File: src/rtl/ena_write_addr_gen_pkg.sv
// rtl/ena_write_addr_gen_pkg.sv - shared state encodings, error bit indices and widths
package ena_write_addr_gen_pkg;

  typedef enum logic [1:0] {
    ST_IDLE  = 2'd0,
    ST_WRITE = 2'd1,
    ST_DROP  = 2'd2
  } state_t;

  localparam int ERR_OVERRUN = 0;
  localparam int ERR_LENGTH  = 1;
  localparam int FRAME_CNT_W = 16;

endpackage

File: src/rtl/ena_write_addr_gen_if.sv
// rtl/ena_write_addr_gen_if.sv - window input, RAM write port and bank status bundle
interface ena_write_addr_gen_if
  import ena_write_addr_gen_pkg::*;
#(
  parameter int ADDR_W = 10,
  parameter int DATA_W = 32
);
  logic                   ena_write;
  logic [DATA_W-1:0]      din;
  logic                   rd_ack;
  logic                   err_clr;
  logic                   wr_en;
  logic [ADDR_W:0]        wr_addr;
  logic [DATA_W-1:0]      wr_data;
  logic                   frame_done;
  logic                   rd_bank;
  logic [1:0]             bank_full;
  logic [1:0]             err;
  logic [FRAME_CNT_W-1:0] frame_cnt;

  modport master (
    output ena_write, din, rd_ack, err_clr,
    input  wr_en, wr_addr, wr_data, frame_done, rd_bank, bank_full, err, frame_cnt
  );

  modport slave (
    input  ena_write, din, rd_ack, err_clr,
    output wr_en, wr_addr, wr_data, frame_done, rd_bank, bank_full, err, frame_cnt
  );
endinterface

File: src/rtl/ena_write_addr_gen_bank_ctrl.sv
// rtl/ena_write_addr_gen_bank_ctrl.sv - ping-pong bank ownership between writer and reader
module ena_write_bank_ctrl (
  input  logic       i_clk,
  input  logic       i_rst,
  input  logic       i_frame_ok,
  input  logic       i_rd_ack,
  output logic [1:0] o_bank_full,
  output logic       o_wbank,
  output logic       o_rd_bank,
  output logic       o_overrun
);
  logic [1:0] r_bank_full;
  logic       r_wbank;
  logic       r_rd_bank;
  logic       w_ack_ok;
  logic       w_reader_idle;

  // An ack only counts when the bank the reader holds is actually full.
  assign w_ack_ok      = i_rd_ack && r_bank_full[r_rd_bank];
  assign w_reader_idle = (r_bank_full == 2'b00);

  // Release on ack, claim on frame completion; both may land on the same edge.
  always_ff @(posedge i_clk or posedge i_rst) begin
    if (i_rst) begin
      r_bank_full <= 2'b00;
      r_wbank     <= 1'b0;
      r_rd_bank   <= 1'b0;
    end else begin
      if (w_ack_ok) begin
        r_bank_full[r_rd_bank] <= 1'b0;
      end
      if (i_frame_ok) begin
        r_bank_full[r_wbank] <= 1'b1;
        r_wbank              <= ~r_wbank;
      end
      if (i_frame_ok && w_reader_idle) begin
        r_rd_bank <= r_wbank;
      end else if (w_ack_ok) begin
        r_rd_bank <= ~r_rd_bank;
      end
    end
  end

  assign o_bank_full = r_bank_full;
  assign o_wbank     = r_wbank;
  assign o_rd_bank   = r_rd_bank;
  assign o_overrun   = r_bank_full[r_wbank];
endmodule

File: src/rtl/ena_write_addr_gen.sv
// rtl/ena_write_addr_gen.sv - frames enable windows into ping-pong RAM writes (option: ENA_WRITE_FRAME_CNT_EN)
module ena_write_addr_gen
  import ena_write_addr_gen_pkg::*;
#(
  parameter logic [31:0] N_WORDS = 32'd1,
  parameter int          ADDR_W  = 10,
  parameter int          DATA_W  = 32
)(
  input logic                  i_clk,
  input logic                  i_rst,
  ena_write_addr_gen_if.slave  bus
);
  state_t            r_state;
  logic [31:0]       r_cnt;
  logic              r_wr_en;
  logic [ADDR_W:0]   r_wr_addr;
  logic [DATA_W-1:0] r_wr_data;
  logic              r_frame_done;
  logic [1:0]        r_err;
  logic              w_frame_ok;
  logic              w_wbank;
  logic              w_overrun;
  logic              w_rd_bank;
  logic [1:0]        w_bank_full;

  // A frame is good only when the window closes with exactly N_WORDS words taken.
  assign w_frame_ok = (r_state == ST_WRITE) && !bus.ena_write && (r_cnt == N_WORDS);

  ena_write_bank_ctrl u_bank_ctrl (
    .i_clk       (i_clk),
    .i_rst       (i_rst),
    .i_frame_ok  (w_frame_ok),
    .i_rd_ack    (bus.rd_ack),
    .o_bank_full (w_bank_full),
    .o_wbank     (w_wbank),
    .o_rd_bank   (w_rd_bank),
    .o_overrun   (w_overrun)
  );

  // Window FSM with registered write port, completion pulse and sticky errors.
  always_ff @(posedge i_clk or posedge i_rst) begin
    if (i_rst) begin
      r_state      <= ST_IDLE;
      r_cnt        <= 32'd0;
      r_wr_en      <= 1'b0;
      r_wr_addr    <= '0;
      r_wr_data    <= '0;
      r_frame_done <= 1'b0;
      r_err        <= 2'b00;
    end else begin
      r_wr_en      <= 1'b0;
      r_frame_done <= 1'b0;
      if (bus.err_clr) begin
        r_err <= 2'b00;
      end
      case (r_state)
        ST_IDLE: begin
          if (bus.ena_write) begin
            if (w_overrun) begin
              r_state            <= ST_DROP;
              r_err[ERR_OVERRUN] <= 1'b1;
            end else begin
              r_state   <= ST_WRITE;
              r_wr_en   <= 1'b1;
              r_wr_addr <= {w_wbank, r_cnt[ADDR_W-1:0]};
              r_wr_data <= bus.din;
              r_cnt     <= r_cnt + 32'd1;
            end
          end
        end
        ST_WRITE: begin
          if (bus.ena_write) begin
            if (r_cnt < N_WORDS) begin
              r_wr_en   <= 1'b1;
              r_wr_addr <= {w_wbank, r_cnt[ADDR_W-1:0]};
              r_wr_data <= bus.din;
              r_cnt     <= r_cnt + 32'd1;
            end else begin
              r_err[ERR_LENGTH] <= 1'b1;
            end
          end else begin
            r_state <= ST_IDLE;
            r_cnt   <= 32'd0;
            if (r_cnt == N_WORDS) begin
              r_frame_done <= 1'b1;
            end else begin
              r_err[ERR_LENGTH] <= 1'b1;
            end
          end
        end
        ST_DROP: begin
          if (!bus.ena_write) begin
            r_state <= ST_IDLE;
          end
        end
        default: r_state <= ST_IDLE;
      endcase
    end
  end

`ifdef ENA_WRITE_FRAME_CNT_EN
  logic [FRAME_CNT_W-1:0] r_frame_cnt;

  // Completed-frame counter, wraps naturally at its width.
  always_ff @(posedge i_clk or posedge i_rst) begin
    if (i_rst) begin
      r_frame_cnt <= '0;
    end else if (w_frame_ok) begin
      r_frame_cnt <= r_frame_cnt + FRAME_CNT_W'(1);
    end
  end

  assign bus.frame_cnt = r_frame_cnt;
`else
  assign bus.frame_cnt = '0;
`endif

  assign bus.wr_en      = r_wr_en;
  assign bus.wr_addr    = r_wr_addr;
  assign bus.wr_data    = r_wr_data;
  assign bus.frame_done = r_frame_done;
  assign bus.rd_bank    = w_rd_bank;
  assign bus.bank_full  = w_bank_full;
  assign bus.err        = r_err;
endmodule

File: src/flat_wrapper.sv
// flat-port wrapper written by rule: the top's interface ports become plain ports
module ena_write_addr_gen_flat import ena_write_addr_gen_pkg::*;
#(
  parameter logic [31:0] N_WORDS = 32'd1,
  parameter int          ADDR_W  = 10,
  parameter int          DATA_W  = 32
)
  (i_clk, i_rst, bus_ena_write, bus_din, bus_rd_ack, bus_err_clr, bus_wr_en, bus_wr_addr, bus_wr_data, bus_frame_done, bus_rd_bank, bus_bank_full, bus_err, bus_frame_cnt);
  ena_write_addr_gen_if #(.ADDR_W(ADDR_W), .DATA_W(DATA_W)) bus_i ();
  input logic i_clk;
  input logic i_rst;
  input wire logic [$bits(bus_i.ena_write)-1:0] bus_ena_write;
  input wire logic [$bits(bus_i.din)-1:0] bus_din;
  input wire logic [$bits(bus_i.rd_ack)-1:0] bus_rd_ack;
  input wire logic [$bits(bus_i.err_clr)-1:0] bus_err_clr;
  output wire logic [$bits(bus_i.wr_en)-1:0] bus_wr_en;
  output wire logic [$bits(bus_i.wr_addr)-1:0] bus_wr_addr;
  output wire logic [$bits(bus_i.wr_data)-1:0] bus_wr_data;
  output wire logic [$bits(bus_i.frame_done)-1:0] bus_frame_done;
  output wire logic [$bits(bus_i.rd_bank)-1:0] bus_rd_bank;
  output wire logic [$bits(bus_i.bank_full)-1:0] bus_bank_full;
  output wire logic [$bits(bus_i.err)-1:0] bus_err;
  output wire logic [$bits(bus_i.frame_cnt)-1:0] bus_frame_cnt;
  assign bus_i.ena_write = bus_ena_write;
  assign bus_i.din = bus_din;
  assign bus_i.rd_ack = bus_rd_ack;
  assign bus_i.err_clr = bus_err_clr;
  assign bus_wr_en = bus_i.wr_en;
  assign bus_wr_addr = bus_i.wr_addr;
  assign bus_wr_data = bus_i.wr_data;
  assign bus_frame_done = bus_i.frame_done;
  assign bus_rd_bank = bus_i.rd_bank;
  assign bus_bank_full = bus_i.bank_full;
  assign bus_err = bus_i.err;
  assign bus_frame_cnt = bus_i.frame_cnt;
  ena_write_addr_gen #(.N_WORDS(N_WORDS), .ADDR_W(ADDR_W), .DATA_W(DATA_W)) u_core (.i_clk(i_clk), .i_rst(i_rst), .bus(bus_i));
endmodule
File: config.mk
export PLATFORM = sky130hd
export DESIGN_NAME = ena_write_addr_gen_flat
export DESIGN_NICKNAME = d
export VERILOG_FILES = /design/src/rtl/ena_write_addr_gen_pkg.sv /design/src/rtl/ena_write_addr_gen_if.sv /design/src/rtl/ena_write_addr_gen_bank_ctrl.sv /design/src/rtl/ena_write_addr_gen.sv /design/src/flat_wrapper.sv
export SDC_FILE = /design/constraint.sdc
export NUM_CORES = 1
export LEC_CHECK = 0
export ABC_AREA = 1
export ABC_CLOCK_PERIOD_IN_PS = 3700
export CORE_UTILIZATION = 52
export DETAILED_ROUTE_END_ITERATION = 16
export PLACE_DENSITY = 0.81
export SLEW_MARGIN = 10
export SYNTH_ARGS = -nofsm -noshare
export SYNTH_HDL_FRONTEND = slang
export SYNTH_SLANG_ARGS = --single-unit
File: constraint.sdc
create_clock -name i_clk -period 3.7 [get_ports i_clk]
set_input_delay 0.74 -clock i_clk [delete_from_list [all_inputs] [get_ports i_clk]]
set_output_delay 0.74 -clock i_clk [all_outputs]
set_load 0.01 [all_outputs]
# Word-level counts from Yosys, hierarchy flattened
# Index checks and enable logic that the tools add are counted.
# W data, S select, Z words.
# word_totals
ff_bits	85
input_bits	37
out_inout_bits	66
wordCells	92
# op_classes
eq_ne	9
bitwise	5
n_addsub	1
reduce_logical	15
n_mux	47
n_lt_le_gt_ge	5
# op_table
cell	count
$mux W32	8
$pmux W32 S2	2
$mux W11	4
$add A32 B1 Y32 const B	1
$eq A32 B1 Y1 const B	1
$lt A32 B1 Y1 const B	1
$mux W1	22
$pmux W11 S2	1
$mux W2	6
$ne A2 B2 Y1 const B	5
$logic_and A1 B1 Y1	6
$reduce_and A5 Y1	1
$logic_not A2 Y1	2
$lt A1 B2 Y1 const B	2
$pmux W2 S2	1
$reduce_and A4 Y1	1
$reduce_bool A2 Y1	2
$ne A3 B3 Y1 const B	1
$and A2 B2 Y2	1
$demux W1 S1	2
$eq A2 B1 Y1 const B	1
$eq A2 B2 Y1 const B	1
$ge A1 B1 Y1 const B	2
$not A1 Y1	2
6 further kinds	6

# Longest topological paths before layout
# logic_depth
depth_word	9
ltp_mapped	12
ltp_nobuf	11

# Cells and area by module
# Synthesis repeated with hierarchy kept, for this count alone.
# hier_totals
cells_unflattened	649
area_unflattened_um2	4765.8
# by_module_without_submodules
module	seq_area_each_um2	area_per_inst_um2	instances	cells_each
ena_write_addr_gen	2026.9	4566.9	1	623
ena_write_bank_ctrl	100.1	198.9	1	26

# Worst setup path before layout
# No wires, ideal clock.
# synth_timing
path_type	reg-to-reg
startpoint	reg u_core.r_state[0]
endpoint	reg u_core.r_wr_addr[0], in the netlist u_core.bus.wr_addr[0]
path_stages_with_launch	10
path_slack_ns	2.046
n_path_buf	3
required_time_ns	3.634
t_arrival_ns	1.587
setup_time_ns	0.066
synth_period_minus_slack_ns	1.654
path_cell_list	dfrtp_1 -> ha_1 -> buf_2 -> inv_1 -> nor2_1 -> inv_1 -> buf_2 -> clkbuf_1 -> nand4_1 -> nand2_1
# synth_between
elab_chain_cells	3
elab_cells_between_ends	9
cone_classes	eq/ne (5); mux (1); reduce/logical (3)
# synth_rtl
item	line	rtl
start: declaration	ena_write_addr_gen.sv:13	state_t r_state;
start signal: assignment	ena_write_addr_gen.sv:43	r_state <= ST_IDLE;
start signal: assignment	ena_write_addr_gen.sv:60	r_state <= ST_DROP;
start signal: assignment	ena_write_addr_gen.sv:63	r_state <= ST_WRITE;
$eq A2 B1 Y1 / $logic_not A2 Y1 (equally long branches)	ena_write_addr_gen.sv:56	case (r_state)
$ne A2 B2 Y1 (no source line) / $reduce_bool A2 Y1 (equally long branches)	-	
$reduce_and A5 Y1 (no source line)	-	
end signal: assignment	ena_write_addr_gen.sv:65	r_wr_addr <= {w_wbank, r_cnt[ADDR_W-1:0]};
end signal: assignment	ena_write_addr_gen.sv:75	r_wr_addr <= {w_wbank, r_cnt[ADDR_W-1:0]};
end: declaration	ena_write_addr_gen.sv:16	logic [ADDR_W:0] r_wr_addr;
# Several ways; a longest one is shown, not always the timed one.
# A chain may end at the register's enable or synchronous reset.

# Final worst setup path
# layout_timing
startpoint	reg u_core.r_state[0]
endpoint	reg u_core.r_wr_addr[9], in the netlist u_core.bus.wr_addr[9]
# The elaborated chain is that of the path after synthesis.

==> metrics.txt <==
# TYPE chip_impl_metric gauge
chip_impl_metric{name="insertion_delay",unit="ns"} 0.36
chip_impl_info{name="worstSetupPathType",value="reg2reg"} 1
chip_impl_info{name="post_synth_main_area_contributors",value="sky130_fd_sc_hd__dfrtp_1 (43%), sky130_fd_sc_hd__nand2_1 (21%), sky130_fd_sc_hd__nand4_1 (5.7%)"} 1
chip_impl_metric{name="drt_first_pass_iters",unit=""} 5
chip_impl_metric{name="worst_ep_required_time",unit="ns"} 3.95
chip_impl_metric{name="num_vias",unit=""} 4750
chip_impl_info{name="yosysMostFrequentCell",value="sky130_fd_sc_hd__nand2_1"} 1
chip_impl_metric{name="cts-root-to-sink-buffers",unit=""} 2
chip_impl_metric{name="syn-cell-area",unit="µm²"} 4980
chip_impl_metric{name="combinationalPowerShare",unit="%"} 49.9
chip_impl_metric{name="worst_hold_slack",unit="ns"} 0.474
chip_impl_metric{name="crit_path_max_incr_delay",unit="ns"} 0.53
chip_impl_metric{name="worst_slew_pin_slew",unit="ns"} 0.702
chip_impl_info{name="cp_top_family",value="buffers and inverters"} 1
chip_impl_metric{name="min_period_over_period",unit="%"} 68.9
chip_impl_metric{name="critical_path.max_fanout",unit=""} 43
chip_impl_info{name="cts_tree",value="yes"} 1
chip_impl_info{name="clock-root-buffer",value="sky130_fd_sc_hd__clkbuf_8"} 1
chip_impl_metric{name="seq_area",unit="µm²"} 2130
chip_impl_metric{name="io_pins",unit=""} 103
chip_impl_metric{name="fmaxAchievable",unit="MHz"} 392
chip_impl_metric{name="drc",unit=""} 0
chip_impl_metric{name="detailedPlacementHpwl",unit="µm"} 8620
chip_impl_metric{name="post_cts_buffers",unit=""} 0
chip_impl_metric{name="placeableCoreArea",unit="µm²"} 9240
chip_impl_metric{name="floorplan.die.height",unit="µm"} 99.8
chip_impl_info{name="worstHoldPathType",value="reg2reg"} 1
chip_impl_metric{name="slew_headroom",unit="%"} 53.1
chip_impl_metric{name="skew",unit="ns"} 0.0124
chip_impl_metric{name="synth-async-reset-ratio",unit="%"} 100
chip_impl_info{name="postSynth.topFlopCell",value="sky130_fd_sc_hd__dfrtp_1"} 1
chip_impl_metric{name="cts_repair_resize_count",unit=""} 0
chip_impl_metric{name="synthesized_flop_and_latch_total",unit=""} 85
chip_impl_metric{name="post_synth_inst_count",unit=""} 691
chip_impl_metric{name="layout-drive-gt1-share",unit="%"} 5.61
chip_impl_metric{name="average_instance_area_after_synthesis",unit="µm²"} 7.20
chip_impl_metric{name="ys_seq_area_share",unit="%"} 42.7
chip_impl_metric{name="drv.max_cap_violation_count",unit=""} 0
chip_impl_info{name="grt_setup_unrepaired",value="no"} 1
chip_impl_metric{name="cts_buffer_count",unit=""} 9
chip_impl_metric{name="grt_antenna_before_repair",unit=""} 0
chip_impl_info{name="cp-end-kind",value="flop"} 1
chip_impl_metric{name="power_density",unit="nW/µm²"} 658
chip_impl_metric{name="critical_path_depth",unit=""} 8
chip_impl_info{name="yosys.area.top_type",value="sky130_fd_sc_hd__dfrtp_1"} 1
chip_impl_metric{name="ant_nets",unit=""} 0
chip_impl_metric{name="synth.distinct_cells",unit=""} 31
chip_impl_metric{name="final.fill_count",unit=""} 822
chip_impl_metric{name="synth-warning-count",unit=""} 0
chip_impl_info{name="critPathLaunchType",value="flop"} 1
chip_impl_metric{name="totalWireLength",unit="µm"} 12100
chip_impl_metric{name="pwr-share-seq",unit="%"} 34.4
chip_impl_metric{name="worstPathBufferInverterCount",unit=""} 3
chip_impl_metric{name="gp_congestion",unit=""} 0.985
chip_impl_metric{name="rr_worst_depth",unit=""} 8
chip_impl_info{name="synth.top_cells.by_count",value="sky130_fd_sc_hd__nand2_1 (273), sky130_fd_sc_hd__dfrtp_1 (85), sky130_fd_sc_hd__nor2_1 (68)"} 1
chip_impl_metric{name="floorplan.die_area",unit="µm²"} 9970
chip_impl_metric{name="first_pass_grt_wire_length",unit="µm"} 20500
chip_impl_metric{name="antenna_cells_inserted",unit=""} 0
chip_impl_metric{name="worst_ep_arrival_time",unit="ns"} 2.80
chip_impl_metric{name="dieWidth",unit="µm"} 99.8
chip_impl_metric{name="intPower",unit="mW"} 2.21
chip_impl_metric{name="std_cell_rows",unit=""} 35
chip_impl_info{name="status",value="completed"} 1
chip_impl_metric{name="cts_num_sinks",unit=""} 85
chip_impl_metric{name="power_leakage",unit="nW"} 2.83
chip_impl_metric{name="final-hold-violation-count",unit=""} 0
chip_impl_metric{name="syn2layout_area_growth",unit="%"} 20.3
chip_impl_metric{name="globalRouteOverflowTotal",unit=""} 0
chip_impl_metric{name="tns",unit="ns"} 0
chip_impl_metric{name="worst_setup_hold_path_clk_slew",unit="ns"} 0.09
chip_impl_metric{name="finalMaxSlewViolations",unit=""} 0
chip_impl_metric{name="groute.usage.overall",unit="%"} 25.5
chip_impl_metric{name="avgViaCountPerCell",unit=""} 5.31
chip_impl_metric{name="cts_hold_buffers",unit=""} 0
chip_impl_metric{name="proportion_of_netlist_area_held_by_the_largest_area_contributor",unit="%"} 42.7
chip_impl_metric{name="setup_violations",unit=""} 0
chip_impl_metric{name="final_nets",unit=""} 803
chip_impl_metric{name="wl_per_cell",unit="µm"} 13.5
chip_impl_metric{name="peakVddDrop",unit="V"} 0.000327
chip_impl_metric{name="worstHoldPathCells",unit=""} 2
chip_impl_metric{name="finalCriticalPeriod",unit="ns"} 2.55
chip_impl_info{name="critical-path-slowest-cell",value="sky130_fd_sc_hd__inv_1"} 1
chip_impl_info{name="worstPathCellList",value="ha_1 > buf_4 > inv_1 > nor2_1 > inv_1 > nand3_4 > nand2_1 > nand2_1"} 1
chip_impl_metric{name="grt_max_degree",unit=""} 47
chip_impl_metric{name="multi_input_comb_area",unit="µm²"} 2440
chip_impl_metric{name="drt_first_iter_violations",unit=""} 247
chip_impl_metric{name="count_of_flip_flops_with_a_built_in_enable_after_synthesis",unit=""} 0
chip_impl_metric{name="clkPwrFrac",unit="%"} 15.7
chip_impl_metric{name="first_global_vias",unit=""} 4442
chip_impl_metric{name="start_util",unit="%"} 53.9
chip_impl_metric{name="p_switching",unit="mW"} 1.73
chip_impl_metric{name="switching_share",unit="%"} 43.9
chip_impl_metric{name="buffer_ports.inserted",unit=""} 86
chip_impl_metric{name="cts-htree-levels",unit=""} 3
-- cell families (layout without fill, tap and decap cells) --
logic type      after synthesis  count (layout)  synth area share [%]
compound gates               43              43                  4.55
flops                        85              85                  42.7
other cells                   1              16                0.0753
buf+inv                      88             148                  9.45
simple gates                453             453                  39.1
fa+ha+maj                     5               5                  1.26
xor+xnor                     16              16                  2.82
-- layer usage --
layer  GRT usage (%)  part of all wire, %
met5               0                    0
met3            5.43                  6.4
met4            6.90                  1.4
met1            31.5                   42
met2            45.2                   50
-- flip-flops by register name, summed over array words and instances (netlist names) --
| signal | cells |
|---|---|
| u_core.u_bank_ctrl.o_rd_bank | 1 |
| u_core.bus.wr_en | 1 |
| u_core.u_bank_ctrl.o_bank_full | 2 |
| u_core.r_state | 2 |
| u_core.bus.wr_data | 32 |
| u_core.r_cnt | 32 |
| u_core.u_bank_ctrl.o_wbank | 1 |
| u_core.bus.frame_done | 1 |
| u_core.bus.err | 2 |
| u_core.bus.wr_addr | 11 |
-- layout by cell type (no fill, tap or decap), types with 10 or more instances in the layout --
cell / instances
sky130_fd_sc_hd__dfrtp_1: 85
sky130_fd_sc_hd__nand3_1: 51
sky130_fd_sc_hd__conb_1: 16
sky130_fd_sc_hd__nor2_1: 68
sky130_fd_sc_hd__a21oi_1: 33
sky130_fd_sc_hd__nand4_1: 45
sky130_fd_sc_hd__nand2_1: 273
sky130_fd_sc_hd__xnor2_1: 10
sky130_fd_sc_hd__buf_4: 10
sky130_fd_sc_hd__clkdlybuf4s50_1: 86
sky130_fd_sc_hd__inv_1: 34
sky130_fd_sc_hd__clkbuf_8: 10
-- tightest hold or removal path: cells and delay by family (launching register included) --
| kind | cells | cell delay, ns |
|---|---|---|
| flops | 1 | 0.35 |
| simple gates | 2 | 0.09 |
-- final timing paths --
path	slack [ns]	from	to
hold / removal	0.47	u_core.bus.wr_addr[2]$_DFFE_PP0P_	u_core.bus.wr_addr[2]$_DFFE_PP0P_
hold reg to reg	0.47	u_core.bus.wr_addr[2]$_DFFE_PP0P_	u_core.bus.wr_addr[2]$_DFFE_PP0P_
setup reg to reg	1.15	u_core.r_state[0]$_DFFE_PP0P_	u_core.bus.wr_addr[9]$_DFFE_PP0P_
setup / recovery	1.15	u_core.r_state[0]$_DFFE_PP0P_	u_core.bus.wr_addr[9]$_DFFE_PP0P_
min in group asynchronous	0.71	i_rst	u_core.bus.wr_en$_DFF_PP0_
max in group asynchronous	2.23	i_rst	u_core.bus.wr_data[13]$_DFFE_PP0P_
-- power by group through the flow --
stage	sequential [mW]	clock [mW]	combinational (mW)
4_1_cts	1.35	0.640	1.97
6_report	1.36	0.620	1.96
5_1_grt	1.38	0.679	2.17
3_3_place_gp	1.37	0	1.90
3_5_place_dp	1.37	0	1.96
2_1_floorplan	1.45	0	1.26
-- layout make-up --
type / count / area share, %
clock buffer: 10 / 2.30
tap: 129 / 2.70
sequential: 85 / 35.5
inverter: 36 / 2.28
timing repair buffer: 96 / 15.6
multi-input combinational: 533 / 40.8
clock inverter: 6 / 0.773
-- per-stage QoR --
step / std cells / util (%) / power [mW] / instance area (µm²) / worst slack (ns)
6_report: 895 / 64.8 / 3.94 / 5990 / 1.15
5_1_grt: 895 / 64.8 / 4.23 / 5990 / 0.887
4_1_cts: 895 / 64.8 / 3.97 / 5990 / 1.12
3_5_place_dp: 879 / 62.8 / 3.34 / 5800 / 0.827
3_3_place_gp: 879 / 62.8 / 3.27 / 5800 / 0.905
2_1_floorplan: 706 / - / 2.71 / 5030 / 0.767
No activity file was read; power rests on OpenSTA's default activity.
